## src/rtl/i2c_xfer_sequencer.sv

```systemverilog
// SFR-mapped I2C transaction sequencer: turns firmware address/length/direction
// into START/addr/data/STOP commands for the byte engine, with TX/RX byte FIFOs.
module i2c_xfer_sequencer #(
   parameter int unsigned FIFO_DEPTH = 4,
   parameter logic [7:0]  SFR_BASE   = 8'h9A
) (
   input  logic       clk,
   input  logic       rst_in_n,
   input  logic       sfr_wr,
   input  logic       sfr_rd,
   input  logic [7:0] sfr_addr,
   input  logic [7:0] sfr_data_out,
   output logic [7:0] sfr_data_in,
   output logic       eng_req,
   output logic [1:0] eng_cmd,
   output logic [7:0] eng_wdata,
   output logic       eng_ack_last,
   input  logic       eng_done,
   input  logic [7:0] eng_rdata,
   input  logic       eng_nack,
   output logic       irq
);

   localparam int unsigned AW = (FIFO_DEPTH > 2) ? $clog2(FIFO_DEPTH) : 1;
   localparam int unsigned CW = AW + 1;
   localparam logic [CW-1:0] FULL = CW'(FIFO_DEPTH);

   localparam logic [7:0] A_CTRL   = SFR_BASE;
   localparam logic [7:0] A_STATUS = SFR_BASE + 8'd1;
   localparam logic [7:0] A_TXDATA = SFR_BASE + 8'd2;
   localparam logic [7:0] A_RXDATA = SFR_BASE + 8'd3;
   localparam logic [7:0] A_SADDR  = SFR_BASE + 8'd4;
   localparam logic [7:0] A_LEN    = SFR_BASE + 8'd5;

   localparam logic [1:0] CMD_START = 2'b00;
   localparam logic [1:0] CMD_WRITE = 2'b01;
   localparam logic [1:0] CMD_READ  = 2'b10;
   localparam logic [1:0] CMD_STOP  = 2'b11;

   localparam logic [2:0] S_IDLE    = 3'd0;
   localparam logic [2:0] S_START   = 3'd1;
   localparam logic [2:0] S_ADDR    = 3'd2;
   localparam logic [2:0] S_WR      = 3'd3;
   localparam logic [2:0] S_WAIT_TX = 3'd4;
   localparam logic [2:0] S_RD      = 3'd5;
   localparam logic [2:0] S_WAIT_RX = 3'd6;
   localparam logic [2:0] S_STOP    = 3'd7;

   logic [2:0]    state, state_nx;
   logic          busy, busy_nx, done, done_nx, nack, nack_nx, tx_ovf, tx_ovf_nx;
   logic          abort_pend, abort_pend_nx, irq_en, irq_en_nx, irq_nx;
   logic [6:0]    saddr, saddr_nx, w_saddr, w_saddr_nx;
   logic [3:0]    len, len_nx, n, n_nx;
   logic          w_rnw, w_rnw_nx;
   logic          req_nx, ack_nx;
   logic [1:0]    cmd_nx;
   logic [7:0]    wdata_nx;
   logic [7:0]    tx_mem [FIFO_DEPTH];
   logic [7:0]    rx_mem [FIFO_DEPTH];
   logic [AW-1:0] tx_wp, tx_wp_nx, tx_rp, tx_rp_nx, rx_wp, rx_wp_nx, rx_rp, rx_rp_nx;
   logic [CW-1:0] tx_cnt, tx_cnt_nx, rx_cnt, rx_cnt_nx;
   logic          tx_pop, tx_push, rx_push, rx_push_ok, flush;
   logic          go_stop, go_wr, go_rd;

   logic ctrl_wr, go, abort, abort_any, tx_wr, rx_pop, status_rd;
   assign ctrl_wr   = sfr_wr && (sfr_addr == A_CTRL);
   assign go        = ctrl_wr && sfr_data_out[0];
   assign abort     = ctrl_wr && sfr_data_out[7];
   assign abort_any = abort || abort_pend;
   assign tx_wr     = sfr_wr && (sfr_addr == A_TXDATA);
   assign rx_pop    = sfr_rd && (sfr_addr == A_RXDATA) && (rx_cnt != '0);
   assign status_rd = sfr_rd && (sfr_addr == A_STATUS);

   // SFR read mux
   always_comb begin
      sfr_data_in = 8'h00;
      case (sfr_addr)
         A_STATUS: sfr_data_in = {2'b00, tx_ovf, rx_cnt != '0, tx_cnt == '0, nack, done, busy};
         A_RXDATA: sfr_data_in = (rx_cnt != '0) ? rx_mem[rx_rp] : 8'h00;
         A_SADDR:  sfr_data_in = {1'b0, saddr};
         A_LEN:    sfr_data_in = {4'h0, len};
         default:  sfr_data_in = 8'h00;
      endcase
   end

   // Next-state, command issue and FIFO bookkeeping
   always_comb begin
      state_nx      = state;
      busy_nx       = busy;
      done_nx       = done & ~status_rd;
      nack_nx       = nack & ~status_rd;
      tx_ovf_nx     = tx_ovf & ~status_rd;
      abort_pend_nx = abort_pend | (abort & busy);
      irq_en_nx     = ctrl_wr ? sfr_data_out[3] : irq_en;
      saddr_nx      = (sfr_wr && sfr_addr == A_SADDR) ? sfr_data_out[6:0] : saddr;
      len_nx        = (sfr_wr && sfr_addr == A_LEN) ? sfr_data_out[3:0] : len;
      w_saddr_nx    = w_saddr;
      w_rnw_nx      = w_rnw;
      n_nx          = n;
      req_nx        = 1'b0;
      cmd_nx        = eng_cmd;
      wdata_nx      = eng_wdata;
      ack_nx        = eng_ack_last;
      tx_pop        = 1'b0;
      tx_push       = 1'b0;
      rx_push       = 1'b0;
      rx_push_ok    = 1'b0;
      flush         = 1'b0;
      go_stop       = 1'b0;
      go_wr         = 1'b0;
      go_rd         = 1'b0;

      case (state)
         S_IDLE: begin
            if (abort) begin
               flush = 1'b1;
            end else if (go) begin
               w_saddr_nx = saddr;
               w_rnw_nx   = sfr_data_out[1];
               n_nx       = len;
               busy_nx    = 1'b1;
               state_nx   = S_START;
               req_nx     = 1'b1;
               cmd_nx     = CMD_START;
               ack_nx     = 1'b0;
            end
         end
         S_START: begin
            if (eng_done) begin
               if (abort_any) begin
                  go_stop = 1'b1;
               end else begin
                  state_nx = S_ADDR;
                  req_nx   = 1'b1;
                  cmd_nx   = CMD_WRITE;
                  wdata_nx = {w_saddr, w_rnw};
                  ack_nx   = 1'b0;
               end
            end
         end
         S_ADDR: begin
            if (eng_done) begin
               if (eng_nack) nack_nx = 1'b1;
               if (eng_nack || n == 4'd0 || abort_any) go_stop = 1'b1;
               else if (w_rnw)                         go_rd   = 1'b1;
               else                                    go_wr   = 1'b1;
            end
         end
         S_WR: begin
            if (eng_done) begin
               if (eng_nack) begin
                  nack_nx = 1'b1;
                  go_stop = 1'b1;
               end else begin
                  n_nx = n - 4'd1;
                  if (n_nx == 4'd0 || abort_any) go_stop = 1'b1;
                  else                           go_wr   = 1'b1;
               end
            end
         end
         S_WAIT_TX: begin
            if (abort_any) go_stop = 1'b1;
            else           go_wr   = 1'b1;
         end
         S_RD: begin
            if (eng_done) begin
               rx_push = 1'b1;
               n_nx    = n - 4'd1;
               if (n_nx == 4'd0 || abort_any) go_stop = 1'b1;
               else                           go_rd   = 1'b1;
            end
         end
         S_WAIT_RX: begin
            if (abort_any) go_stop = 1'b1;
            else           go_rd   = 1'b1;
         end
         S_STOP: begin
            if (eng_done) begin
               busy_nx       = 1'b0;
               done_nx       = 1'b1;
               state_nx      = S_IDLE;
               flush         = abort_any;
               abort_pend_nx = 1'b0;
            end
         end
         default: state_nx = S_IDLE;
      endcase

      // RX side resolved first: a READ is only issued if its byte will have room
      rx_push_ok = rx_push && !flush && ((rx_cnt != FULL) || rx_pop);
      rx_cnt_nx  = flush ? '0 : CW'(rx_cnt + CW'(rx_push_ok) - CW'(rx_pop));
      rx_wp_nx   = flush ? '0 : (rx_push_ok ? AW'(rx_wp + AW'(1)) : rx_wp);
      rx_rp_nx   = flush ? '0 : (rx_pop ? AW'(rx_rp + AW'(1)) : rx_rp);

      if (go_stop) begin
         state_nx = S_STOP;
         req_nx   = 1'b1;
         cmd_nx   = CMD_STOP;
         ack_nx   = 1'b0;
      end else if (go_wr) begin
         if (tx_cnt == '0) begin
            state_nx = S_WAIT_TX;
         end else begin
            tx_pop   = 1'b1;
            state_nx = S_WR;
            req_nx   = 1'b1;
            cmd_nx   = CMD_WRITE;
            wdata_nx = tx_mem[tx_rp];
            ack_nx   = 1'b0;
         end
      end else if (go_rd) begin
         if (rx_cnt_nx == FULL) begin
            state_nx = S_WAIT_RX;
         end else begin
            state_nx = S_RD;
            req_nx   = 1'b1;
            cmd_nx   = CMD_READ;
            ack_nx   = (n_nx == 4'd1);
         end
      end

      tx_push = tx_wr && !flush && ((tx_cnt != FULL) || tx_pop);
      if (tx_wr && !flush && !tx_push) tx_ovf_nx = 1'b1;
      tx_cnt_nx = flush ? '0 : CW'(tx_cnt + CW'(tx_push) - CW'(tx_pop));
      tx_wp_nx  = flush ? '0 : (tx_push ? AW'(tx_wp + AW'(1)) : tx_wp);
      tx_rp_nx  = flush ? '0 : (tx_pop ? AW'(tx_rp + AW'(1)) : tx_rp);

      irq_nx = done_nx & irq_en_nx;
   end

   always_ff @(posedge clk or negedge rst_in_n) begin
      if (!rst_in_n) begin
         state        <= S_IDLE;
         busy         <= 1'b0;
         done         <= 1'b0;
         nack         <= 1'b0;
         tx_ovf       <= 1'b0;
         abort_pend   <= 1'b0;
         irq_en       <= 1'b0;
         saddr        <= '0;
         len          <= '0;
         w_saddr      <= '0;
         w_rnw        <= 1'b0;
         n            <= '0;
         eng_req      <= 1'b0;
         eng_cmd      <= CMD_START;
         eng_wdata    <= 8'h00;
         eng_ack_last <= 1'b0;
         irq          <= 1'b0;
         tx_wp        <= '0;
         tx_rp        <= '0;
         tx_cnt       <= '0;
         rx_wp        <= '0;
         rx_rp        <= '0;
         rx_cnt       <= '0;
      end else begin
         state        <= state_nx;
         busy         <= busy_nx;
         done         <= done_nx;
         nack         <= nack_nx;
         tx_ovf       <= tx_ovf_nx;
         abort_pend   <= abort_pend_nx;
         irq_en       <= irq_en_nx;
         saddr        <= saddr_nx;
         len          <= len_nx;
         w_saddr      <= w_saddr_nx;
         w_rnw        <= w_rnw_nx;
         n            <= n_nx;
         eng_req      <= req_nx;
         eng_cmd      <= cmd_nx;
         eng_wdata    <= wdata_nx;
         eng_ack_last <= ack_nx;
         irq          <= irq_nx;
         tx_wp        <= tx_wp_nx;
         tx_rp        <= tx_rp_nx;
         tx_cnt       <= tx_cnt_nx;
         rx_wp        <= rx_wp_nx;
         rx_rp        <= rx_rp_nx;
         rx_cnt       <= rx_cnt_nx;
      end
   end

   // FIFO storage needs no reset; occupancy is tracked by the counters
   always_ff @(posedge clk) begin
      if (tx_push)    tx_mem[tx_wp] <= sfr_data_out;
      if (rx_push_ok) rx_mem[rx_wp] <= eng_rdata;
   end

endmodule

```

## config.mk

```make
export PLATFORM = sky130hd
export DESIGN_NAME = i2c_xfer_sequencer
export DESIGN_NICKNAME = d
export VERILOG_FILES = /design/src/rtl/i2c_xfer_sequencer.sv
export SDC_FILE = /design/constraint.sdc
export NUM_CORES = 1
export LEC_CHECK = 0
export ABC_AREA = 0
export ABC_CLOCK_PERIOD_IN_PS = 5400
export BUFFER_PORTS_ARGS = -buffer_cell sky130_fd_sc_hd__buf_2
export CAP_MARGIN = 20
export CORE_MARGIN = 2
export CORE_UTILIZATION = 62
export DETAILED_ROUTE_END_ITERATION = 8
export MAX_ROUTING_LAYER = met4
export PLACE_DENSITY = 0.83
export REMOVE_ABC_BUFFERS = 1
export SLEW_MARGIN = 20
export SYNTH_ARGS = -nofsm -noshare
export SYNTH_HDL_FRONTEND = slang
export SYNTH_SLANG_ARGS = --single-unit
```

## constraint.sdc

```tcl
create_clock -name clk -period 5.4 [get_ports clk]
set_input_delay 1.62 -clock clk [delete_from_list [all_inputs] [get_ports clk]]
set_output_delay 1.62 -clock clk [all_outputs]
set_load 0.02 [all_outputs]
```

* Yosys cells after proc, flatten, opt, wreduce, memory -nomap -nowiden
Memories as Yosys holds them, arrays and structs flattened. Cells that the tools add are included.
Word-level totals: flip-flop bits (word level) 59, memory bits (writable) 64, bits of input ports 30, output and inout bits 21, word-level logic and storage cells 216, memories 2
Cells by class: add/subtract/negate cells 9, equality and inequality tests 25, mux-type cells 111, bitwise gates (word level) 8, reductions and logical operators 38
Memories:
- rx_mem | depth 4, width 8, read ports 1, clocked after memory_dff 0, write ports 1, line 59 | logic [7:0] rx_mem [FIFO_DEPTH];
- tx_mem | depth 4, width 8, read ports 1, clocked after memory_dff 0, write ports 1, line 58 | logic [7:0] tx_mem [FIFO_DEPTH];
Operators with widths (number):
- $mux W1 | 59
- $mux W8 | 7
- $eq A8 B8 Y1 const B | 6
- $mux W2 | 18
- $mux W3 | 11
- $pmux W8 S4 | 1
- $ne A5 B5 Y1 const B | 5
- $mux W4 | 5
- $eq A3 B3 Y1 const B | 5
- $logic_and A1 B1 Y1 | 14
- $pmux W4 S3 | 1
- $reduce_bool A2 Y1 | 5
- $pmux W3 S3 | 1
- $add A2 B1 Y2 const B | 4
- $logic_not A4 Y1 | 2
- $pmux W1 S2 | 4
- $add A3 B1 Y3 | 2
- $eq A3 B2 Y1 const B | 2
- $logic_not A3 Y1 | 2
- $logic_or A1 B1 Y1 | 6
- $ne A2 B2 Y1 const B | 3
- $ne A3 B3 Y1 const B | 2
- $pmux W1 S3 | 2
- $reduce_and A6 Y1 | 1
- other kinds (15) | 23

* Depth between registers and ports, before layout
Gate-level depths: netlist of the first run.
word-level depth 17, mapped depth 18

* Least setup slack after synthesis of the first run
OpenSTA, ideal clock, no wires.
kind input to register, start point in sfr_addr[5], end point reg state[0], library setup time 154 ps, arrival 4819 ps, data required time 5246 ps, setup slack 428 ps, stages on the path 16, path through nand3b_1 > nor3b_1 > and4_2 > nand2_1 > a31oi_1 > a21o_1 > ha_1 > inv_1 > fa_1 > xor2_1 > xnor2_1 > or3b_2 > o22ai_4 > nor2_1 > a311oi_1 > o21ai_1
On the way: cells in the longest elaborated chain, start to end 17, elaborated cells on any way between the ends 52
Ends and longest elaborated chain:
- start: declaration | line 11 | input logic [7:0] sfr_addr,
- $eq A8 B8 Y1 | line 66 | assign ctrl_wr = sfr_wr && (sfr_addr == A_CTRL);
- $logic_and A1 B1 Y1 | line 66
- $logic_and A1 B1 Y1 | line 68 | assign abort = ctrl_wr && sfr_data_out[7];
- $logic_or A1 B1 Y1 | line 69 | assign abort_any = abort || abort_pend;
- $mux W1 | line 178 | if (eng_done) begin
- $pmux W1 S2 | line 113 | case (state)
- $logic_not A1 Y1 | line 190 | rx_push_ok = rx_push && !flush && ((rx_cnt != FULL) || rx_pop);
- $logic_and A1 B1 Y1 (2 in a row) | line 190
- $add A3 B1 Y3 | line 191 | rx_cnt_nx = flush ? '0 : CW'(rx_cnt + CW'(rx_push_ok) - CW'(rx_pop));
- $sub A3 B1 Y3 | line 191
- $mux W3 | line 191
- $eq A3 B3 Y1 | line 212 | if (rx_cnt_nx == FULL) begin
- $mux W2 | line 212
- $mux W3 | line 211 | end else if (go_rd) begin
- $mux W3 | line 200 | end else if (go_wr) begin
- $mux W3 | line 195 | if (go_stop) begin
- end signal: assignment | line 257 | state <= state_nx;
- end: declaration | line 49 | logic [2:0] state, state_nx;
Several ways; a longest one is shown, not always the timed one. A chain may end at the register's enable or synchronous reset.

* Worst setup path in the final report of the first run
start point in sfr_addr[5], end point out sfr_data_in[6]
On the way: cells in the longest elaborated chain, start to end 2, elaborated cells on any way between the ends 5
Ends and longest elaborated chain:
- $eq A8 B8 Y1 | line 77 | case (sfr_addr)
- $pmux W8 S4 * | line 77
- end: declaration | line 13 | output logic [7:0] sfr_data_in,
Every way passes the cells marked *; elsewhere a longest branch is shown, timed or not.

==> qor.yml, run 1 <==
endpoint_kind: "primary output"
syn_to_final_growth_pct: 16.1
first_pass_iters: 5
crit_start: "sfr_addr[5]"
max-slew-margin-rel: 0.448
crit_type: "in2out"
syn_avg_cell_area_sq_um: 13.4
timing.rr.start: "rx_cnt[1]$_DFF_PN0_"
worst_hold_startpoint: "w_saddr[1]$_DFFE_PN0P_"
post_cts_buffers: 0
die_x_um: 99.6
cts_hold_buf: 0
gr-usage-all-layers: 0.275
cts_resized: 0
crit_path_top_delay_cell: "nor3b_1"
first_iter_violations: 246
final_common_cell: "edfxtp_1"
worst-path-max-fanout: 7
routedWlPerCell_um: 20.4
overflow: 0
cts_buffer_depth: 2
power.leakage_uw: 0.00282
multi_input_area_sq_um: 2120
route.detailed.drc: 0
drive_above_1_share: 0.257
crit_buf_inv: 2
finalHoldViolCount: 0
fin_cells: 602
final_cell_mix: "64 x edfxtp_1, 62 x nand2_1, 59 x dfrtp_1"
syn_inst: 424
fin_nets: 526
clk_latency_ns: 0.52
cap_violations: 0
path_cells: "buf_2 -> nand3b_1 -> nor3b_1 -> nand3_1 -> nor2_1 -> a22o_1 -> buf_2"
power_density_nw_per_um2: 496
yosysWarnings: 0
root_buffer: "clkbuf_8"
core_area_sq_um: 8810
antenna_found_initial: 0
ir_drop_uv: 348
ys_seq_elements: 123
synthArstFlopShare: 0.480
clkSlewWorstSetupHoldPaths_ns: 0.06
synth_edf_count: 64
status: "finished clean"
first_global_vias: 3803
viasPerCell: 6.07
fmax_ghz: 0.202
cts_buffers: 17
grt_max_degree: 60
gp_congestion: 0.874
htreeDepth: 4
tightestPinTransition_ns: 0.823
min_path_type: "reg2reg"
finalSetupTns_ns: 0
num-fill-cells: 550
cts_tree: "yes"
period_share: 0.918
synth-main-ff-cell: "edfxtp_1"
regArea_sq_um: 3400
start_util: 0.643
die-area_sq_um: 9920
cp-start-kind: "input pin"
numPortBuffers: 50
dp.cells: 570
finalSetupViolCount: 0
max_stage_delay_ns: 0.43
dp_hpwl_mm: 8.28
dp_slack_ns: 0.137
via_count: 3654
crit_top_cell: "buf_2"
die_h_um: 99.6
rrSetupSlack_ns: 1.77
drt_wl_total_mm: 12.3
critical_path_required_ns: 3.78
clock-sinks: 123
rsz0062_at_grt: "no"
critPathTopFamily: "simple AND/OR/NAND/NOR gates"
synth_area_sq_um: 5660
skew_ns: 0.00578
fin_crit_ns: 4.96
synth_seq_area_share: 0.600
n_antenna_cell: 0
rows: 34
grt_first_pass_wirelength_mm: 19.6
fin_ws_ns: 0.441
slew_violations: 0
io_pins: 51
arrival_ns: 3.34
antenna_left: 0
synth_cell_type_count: 65
[cell usage after synthesis (2+ instances only)]
cell type | number | area, sq um
a21o_1 | 3 | 22.5
a21oi_1 | 3 | 15.0
a221o_1 | 4 | 40.0
a22oi_1 | 7 | 52.6
a311oi_1 | 2 | 17.5
a31oi_1 | 2 | 12.5
a41o_1 | 2 | 20.0
and2_1 | 13 | 81.3
and3_1 | 3 | 18.8
buf_2 | 6 | 30.0
buf_6 | 2 | 22.5
clkbuf_1 | 8 | 30.0
dfrtp_1 | 59 | 1480
edfxtp_1 | 64 | 1920
fa_1 | 2 | 40.0
ha_1 | 13 | 163
inv_1 | 15 | 56.3
mux2_2 | 12 | 135
mux2i_1 | 14 | 140
mux4_2 | 16 | 360
nand2_1 | 62 | 233
nand3_1 | 6 | 30.0
nand3b_1 | 3 | 22.5
nand4_1 | 2 | 12.5
nor2_1 | 27 | 101
nor2b_1 | 4 | 25.0
nor3_1 | 5 | 25.0
nor3b_1 | 2 | 15.0
nor3b_2 | 2 | 25.0
o21ai_0 | 16 | 80.1
or3_1 | 3 | 18.8
xnor2_1 | 5 | 43.8
xor2_1 | 5 | 43.8
[state kept, by name, indices dropped and copies added (netlist names), 4 cells and up]
register and count:
w_saddr 7, len 4, n 4, tx_mem 32, saddr 7, eng_wdata 8, rx_mem 32
[report_power, final]
part	total, uW	switching, uW	internal, uW
combinational	871	471	400
sequential	1290	162	1130
clock	1100	396	699
[worst register-to-register path, delay by kind of cell (launching register included)]
kind | cells | cell delay (ns)
xor+xnor | 2 | 0.32
flops | 1 | 0.42
buf+inv | 2 | 0.23
simple gates | 5 | 1.48
compound gates | 4 | 0.65
fa+ha+maj | 2 | 0.37
[layout make-up]
cell class,count,area share
clock buffers,20,0.0647
clock inverters,12,0.0226
inverters,15,0.00856
multi-input cells,268,0.322
flip-flops and latches,123,0.517
well taps,108,0.0206
repair buffers,56,0.0449
[routing by layer]
metal / vias up / global-route usage / wire (um)
met4: 0 / 0.106 / 319
met3: 27 / 0.0689 / 736
met2: 128 / 0.453 / 6360
li1: 1678 / - / -
met1: 1821 / 0.330 / 4870
met5: - / - / 0
[per-stage QoR]
stage	hold slack (ns)	util	area (sq um)	total power (uW)
after floorplan	0.438	-	5570	1920
after global placement	0.453	0.681	6000	2120
after detailed placement	0.463	0.681	6000	2160
after CTS	0.482	0.747	6580	3270
after global routing	0.507	0.747	6580	3430
final	0.475	0.747	6580	3260
[path summary, 6_finish.rpt]
| check | cells past startpoint | to |
|---|---|---|
| worst max-delay path | 7 | sfr_data_in[6] |
| worst min-delay path | 2 | w_saddr[1]$_DFFE_PN0P_ |
| worst max register to register | 15 | state[0]$_DFFE_PN0P_ |
| worst min register to register | 2 | w_saddr[1]$_DFFE_PN0P_ |
| max in group asynchronous | 2 | saddr[3]$_DFFE_PN0P_ |
| min in group asynchronous | 2 | eng_wdata[1]$_DFF_PN0_ |
[logic make-up after synthesis]
kind of cell    Yosys count  share of synthesized area
simple gates            143                      0.130
flops                   123                      0.600
compound gates           58                     0.0800
mux                      42                      0.112
buf+inv                  33                     0.0265
fa+ha+maj                15                     0.0358
xor+xnor                 10                     0.0155
(Power assumes the default switching activity.)
==> run 2, diff against run 1 <==
Settings changed: RECOVER_POWER from default to 25.
==> qor.yml, run 2 (synthesis gave the netlist of run 1 again) <==
finalSetupTns_ns: 0  # unchanged
power_density_nw_per_um2: 497  # was 496 nW/um^2
skew_ns: 0.00801  # was 0.00578 ns
antenna_found_initial: 0  # unchanged
cap_violations: 1  # was 0
fmax_ghz: 0.202  # about the same
cts_buffer_depth: 2  # unchanged
n_antenna_cell: 0  # unchanged
p_total_uw: 3260  # about the same
cts_tree: "yes"  # unchanged
htreeDepth: 4  # unchanged
gr-usage-all-layers: 0.275  # unchanged
die_h_um: 99.6  # unchanged
core_area_sq_um: 8810  # unchanged
drive_above_1_share: 0.223  # was 0.257
clkSlewWorstSetupHoldPaths_ns: 0.06  # about the same
max-slew-margin-rel: -1.12  # was 0.448
route.detailed.drc: 0  # unchanged
crit_type: "in2out"  # unchanged
violations: "capacitance limit, slew limit"
fin_ws_ns: 0.458  # was 0.441 ns
dp_hpwl_mm: 8.28  # unchanged
cp-start-kind: "input pin"  # unchanged
critical_path_required_ns: 3.78  # about the same
via_count: 3648  # was 3654
finalHoldViolCount: 0  # unchanged
tightestPinTransition_ns: 3.18  # was 0.823 ns
antenna_left: 0  # unchanged
grt_first_pass_wirelength_mm: 19.6  # unchanged
dp_slack_ns: 0.137  # unchanged
numPortBuffers: 50  # unchanged
slew_violations: 60  # was 0
status: "finished, violations left"  # was finished clean
ir_drop_uv: 347  # was 348 uV
top_regs: "rx_mem (32), tx_mem (32), eng_wdata (8)"  # unchanged
overflow: 0  # unchanged
final_cell_mix: "64 x edfxtp_1, 62 x nand2_1, 59 x dfrtp_1"  # unchanged
clock-sinks: 123  # unchanged
syn_to_final_growth_pct: 15.7  # was 16.1%
routedWlPerCell_um: 20.3  # was 20.4 um
viasPerCell: 6.06  # was 6.07
endpoint_kind: "primary output"  # unchanged
final_common_cell: "edfxtp_1"  # unchanged
rows: 34  # unchanged
die_x_um: 99.6  # unchanged
fin_cells: 602  # unchanged
first_iter_violations: 252  # was 246
cts_hold_buf: 0  # unchanged
worst-path-max-fanout: 7  # unchanged
first_pass_iters: 5  # unchanged
start_util: 0.643  # unchanged
cts_resized: 0  # unchanged
cts_buffers: 17  # unchanged
min_path_type: "reg2reg"  # unchanged
period_share: 0.915  # was 0.918
io_pins: 51  # unchanged
arrival_ns: 3.32  # was 3.34 ns
first_global_vias: 3803  # unchanged
root_buffer: "clkbuf_8"  # unchanged
drt_wl_total_mm: 12.2  # was 12.3 mm
power.leakage_uw: 0.00277  # was 0.00282 uW
post_cts_buffers: 0  # unchanged
die-area_sq_um: 9920  # unchanged
clk_latency_ns: 0.51  # was 0.52 ns
grt_max_degree: 60  # unchanged
finalSetupViolCount: 0  # unchanged
fin_crit_ns: 4.94  # was 4.96 ns
gp_congestion: 0.874  # unchanged
dp.cells: 570  # unchanged
fin_nets: 526  # unchanged
rsz0062_at_grt: "no"  # unchanged
rrSetupSlack_ns: 1.76  # was 1.77 ns
## run 2: cell types whose count changed in the layout (fill, tap and decap cells not counted), sizes merged
| cell | change |
|---|---|
| clkbuf | +17 |
| buf | -17 |
## run 2: layout make-up
class | instances | area, sq um
clock inverter | 12 | 149
fill | 560 | 2250
multi-input combinational | 268 | 2120
tap | 108 | 135
inverter | 15 | 56.3
timing repair buffer | 56 | 272
clock buffer | 20 | 425
sequential | 123 | 3400
## run 2: worst max-delay path, stage by stage
cell,delay (ns)
buf_2,0.09
nand3b_1,0.17
nor3b_1,0.42
nand3_1,0.33
nor2_1,0.27
a22o_1,0.22
buf_2,0.19
## run 2: power by group
group / leakage, uW / internal, uW / switching [uW]
Clock: 0.000271 / 699 / 397
Sequential: 0.00134 / 1130 / 162
Combinational: 0.00117 / 397 / 471
Total: 0.00277 / 2230 / 1030
## run 2: worst paths after layout
check / from / endpoint / cells past startpoint
max: sfr_addr[5] / sfr_data_in[6] / 7
min: w_saddr[1]$_DFFE_PN0P_ / w_saddr[1]$_DFFE_PN0P_ / 2
max reg2reg: rx_cnt[1]$_DFF_PN0_ / state[0]$_DFFE_PN0P_ / 15
min reg2reg: w_saddr[1]$_DFFE_PN0P_ / w_saddr[1]$_DFFE_PN0P_ / 2
max in group asynchronous: rst_in_n / w_saddr[6]$_DFFE_PN0P_ / 2
min in group asynchronous: rst_in_n / eng_wdata[4]$_DFF_PN0_ / 2
## run 2: per-layer routing
| metal | track usage | wire length (um) | up-vias |
|---|---|---|---|
| li1 | - | - | 1676 |
| met1 | 0.330 | 4860 | 1814 |
| met2 | 0.453 | 6280 | 129 |
| met3 | 0.0689 | 742 | 29 |
| met4 | 0.106 | 348 | 0 |
| met5 | - | 0 | - |
## run 2: through the flow
stage	hold WS [ns]	utilization	instance area [sq um]
after global placement	0.453	0.681	6000
final	0.475	0.744	6550
after CTS	0.482	0.747	6580
after global routing	0.507	0.744	6550
after floorplan	0.438	-	5570
after detailed placement	0.463	0.681	6000
==> run 3, diff against run 2 <==
Settings changed: ABC_AREA 0 to 1, PLACE_DENSITY 0.83 to 0.82.
==> qor.yml, run 3 <==
worst-path-max-fanout: 5  # was 7
synth_commonest_cells: "143 x nand2_1, 67 x inv_1, 64 x edfxtp_1, 62 x nor2_1, 59 x dfrtp_1"  # was 64 x edfxtp_1, 62 x nand2_1, 59 x dfrtp_1, 27 x nor2_1
grtUsageMet3: 0.0642  # was 0.0689
r2r_end: "tx_cnt[2]$_DFF_PN0_"  # was state[0]$_DFFE_PN0P_
stdcell_area_sq_um: 6750  # was 6550 sq um
slew_violations: 0  # was 60
status: "finished clean"  # was finished, violations left
synth_cell_type_count: 48  # was 65
fin_ws_ns: 0.507  # was 0.458 ns
gp_congestion: 0.856  # was 0.874
synth_area_sq_um: 5880  # was 5660 sq um
crit_type: "in2out"  # unchanged
worst_hold_startpoint: "w_saddr[2]$_DFFE_PN0P_"  # was w_saddr[1]$_DFFE_PN0P_
route.detailed.drc: 0  # unchanged
dp_slack_ns: 0.546  # was 0.137 ns
use_met1: 0.358  # was 0.330
crit_buf_inv: 5  # was 2
critical_path_required_ns: 3.78  # about the same
period_share: 0.906  # was 0.915
clock-sinks: 123  # unchanged
final_common_cell: "nand2_1"  # was edfxtp_1
hold_path_end: "w_saddr[2]$_DFFE_PN0P_"  # was w_saddr[1]$_DFFE_PN0P_
timing.rr.start: "n[0]$_DFF_PN0_"  # was rx_cnt[1]$_DFF_PN0_
tightestPinTransition_ns: 1.09  # was 3.18 ns
first_iter_violations: 465  # was 252
crit_path_top_delay_cell: "nor3_1"  # was nor3b_1
dp_hpwl_mm: 9.15  # was 8.28 mm
syn_avg_cell_area_sq_um: 9.70  # was 13.4 sq um
power_density_nw_per_um2: 513  # was 497 nW/um^2
arrival_ns: 3.27  # was 3.32 ns
rrSetupSlack_ns: 2.27  # was 1.76 ns
first_global_vias: 4487  # was 3803
cts_tree: "yes"  # unchanged
critPathTopFamily: "simple AND/OR/NAND/NOR gates"  # unchanged
final_cell_mix: "143 x nand2_1, 67 x inv_1, 64 x edfxtp_1"  # was 64 x edfxtp_1, 62 x nand2_1, 59 x dfrtp_1
first_pass_iters: 6  # was 5
finalSetupTns_ns: 0  # unchanged
min_path_cells: 2  # unchanged
n_antenna_cell: 0  # unchanged
root_buffer: "clkbuf_8"  # unchanged
num-fill-cells: 637  # was 560
core_area_sq_um: 9240  # was 8810 sq um
drt_wl_total_mm: 13.5  # was 12.2 mm
viasPerCell: 5.73  # was 6.06
crit_start: "sfr_addr[6]"  # was sfr_addr[5]
yosysMostFrequentCell: "nand2_1"  # was edfxtp_1
drive_above_1_share: 0.167  # was 0.223
antenna_found_initial: 0  # unchanged
max_stage_delay_ns: 0.47  # was 0.42 ns
clkSlewWorstSetupHoldPaths_ns: 0.06  # about the same
cp-start-kind: "input pin"  # unchanged
fin_util: 0.730  # was 0.744
routedWlPerCell_um: 16.8  # was 20.3 um
synth_seq_area_share: 0.578  # was 0.600
yosysWarnings: 0  # unchanged
synth-main-ff-cell: "edfxtp_1"  # unchanged
cap_violations: 0  # was 1
grt_max_degree: 41  # was 60
via_count: 4622  # was 3648
endpoint_kind: "primary output"  # unchanged
gr-usage-all-layers: 0.290  # was 0.275
cts_resized: 0  # unchanged
clk_latency_ns: 0.53  # was 0.51 ns
die-area_sq_um: 10300  # was 9920 sq um
grt_busiest_layer: "met2"  # unchanged
synth_top_area_cell: "edfxtp_1"  # unchanged
die_h_um: 101  # was 99.6 um
cts_buffers: 17  # unchanged
synth_top_area_frac: 0.327  # was 0.339
io_pins: 51  # unchanged
post_cts_buffers: 0  # unchanged
cts_buffer_depth: 2  # unchanged
power.leakage_uw: 0.00297  # was 0.00277 uW
cts_hold_buf: 0  # unchanged
finalHoldViolCount: 0  # unchanged
r2r_cells: 20  # was 15
min_path_type: "reg2reg"  # unchanged
fin_nets: 709  # was 526
fmax_ghz: 0.204  # was 0.202 GHz
grt_first_pass_wirelength_mm: 21.6  # was 19.6 mm
rows: 35  # was 34
syn_inst: 606  # was 424
ir_drop_uv: 265  # was 347 uV
path_cells: "buf_2 -> inv_1 -> nand2_1 -> nor2_4 -> inv_2 -> nor3_1 -> inv_1 -> o211ai_1 -> buf_2"  # was buf_2 -> nand3b_1 -> nor3b_1 -> nand3_1 -> nor2_1 -> a22o_1 -> buf_2
numPortBuffers: 50  # unchanged
overflow: 0  # unchanged
synth_edf_count: 64  # unchanged
skew_ns: 0.00802  # was 0.00801 ns
htreeDepth: 4  # unchanged
fin_crit_ns: 4.89  # was 4.94 ns
grtUsageMet2: 0.462  # was 0.453
synth_area_leaders: "edfxtp_1 33%, dfrtp_1 25%, nand2_1 9.1%"  # was edfxtp_1 34%, dfrtp_1 26%, mux4_2 6.4%
rsz0062_at_grt: "no"  # unchanged
placed_cell_area_sq_um: 6230  # was 6000 sq um
max-slew-margin-rel: 0.275  # was -1.12
ys_seq_elements: 123  # unchanged
die_x_um: 101  # was 99.6 um
start_util: 0.636  # was 0.643
holdWs_ns: 0.495  # was 0.475 ns
syn_to_final_growth_pct: 14.7  # was 15.7%
finalSetupViolCount: 0  # unchanged
synthArstFlopShare: 0.480  # unchanged
antenna_left: 0  # unchanged
top_regs: "rx_mem (32), tx_mem (32), eng_wdata (8)"  # unchanged
-- run 3: cell types whose count changed in the layout (fill, tap and decap cells not counted), sizes merged, moves of 16 or more --
cell,before,now
mux4,16,0
nor2,27,67
nand2,62,154
inv,15,82
o21ai,17,48
nand3,6,30
-- run 3: cell type report --
class	instances	area, sq um	area share
Inverter	80	303	0.0449
Sequential cell	123	3400	0.504
Clock inverter	15	115	0.0171
Multi-Input combinational cell	391	2110	0.313
Timing Repair Buffer	51	241	0.0358
Clock buffer	17	414	0.0614
Tap cell	129	161	0.0239
-- run 3: kinds of logic (layout without fill, tap and decap cells) --
kind of cell | count (synthesis) | in the layout | share of synthesized area
AOI/OAI and AO/OA | 101 | 101 | 0.106
adders and majority gates | 15 | 15 | 0.0345
xor gates and xnor gates | 4 | 4 | 0.00596
DFF | 123 | 123 | 0.578
buffers and inverters | 92 | 163 | 0.0626
and+or+nand+nor | 268 | 268 | 0.207
muxes | 3 | 3 | 0.00575
-- run 3: where the power goes --
| part | internal (uW) | total (uW) | switching [uW] | leakage, uW |
|---|---|---|---|---|
| combinational | 407 | 1160 | 749 | 0.00139 |
| sequential | 1140 | 1300 | 155 | 0.00133 |
| clock | 569 | 1010 | 442 | 0.000257 |
-- run 3: worst max-delay path by stage --
stage                           to  slack (ns)  cells past startpoint
global route        sfr_data_in[4]        0.35                      9
CTS                 sfr_data_in[4]        0.53                      9
floorplan           sfr_data_in[0]        0.95                      7
finish              sfr_data_in[3]        0.51                      9
global placement    sfr_data_in[0]        0.67                      9
detailed placement  sfr_data_in[3]        0.55                      9
-- run 3: tightest hold or removal path, cell delays in order (launching register included) --
cell and delay, ns:
dfrtp_1 0.35, nand2_1 0.05, o21ai_0 0.06
-- run 3: per-stage QoR --
stage / total power (uW) / instances
after floorplan: 2120 / 594
after detailed placement: 2430 / 774
after CTS: 3460 / 806
final: 3460 / 806
after global routing: 3670 / 806
after global placement: 2390 / 774
-- run 3: routing by layer --
layer / part of all wire / up-vias
met5: 0 / -
met4: 0.022 / 0
met3: 0.072 / 33
met2: 0.50 / 217
met1: 0.41 / 2219
li1: - / 2153
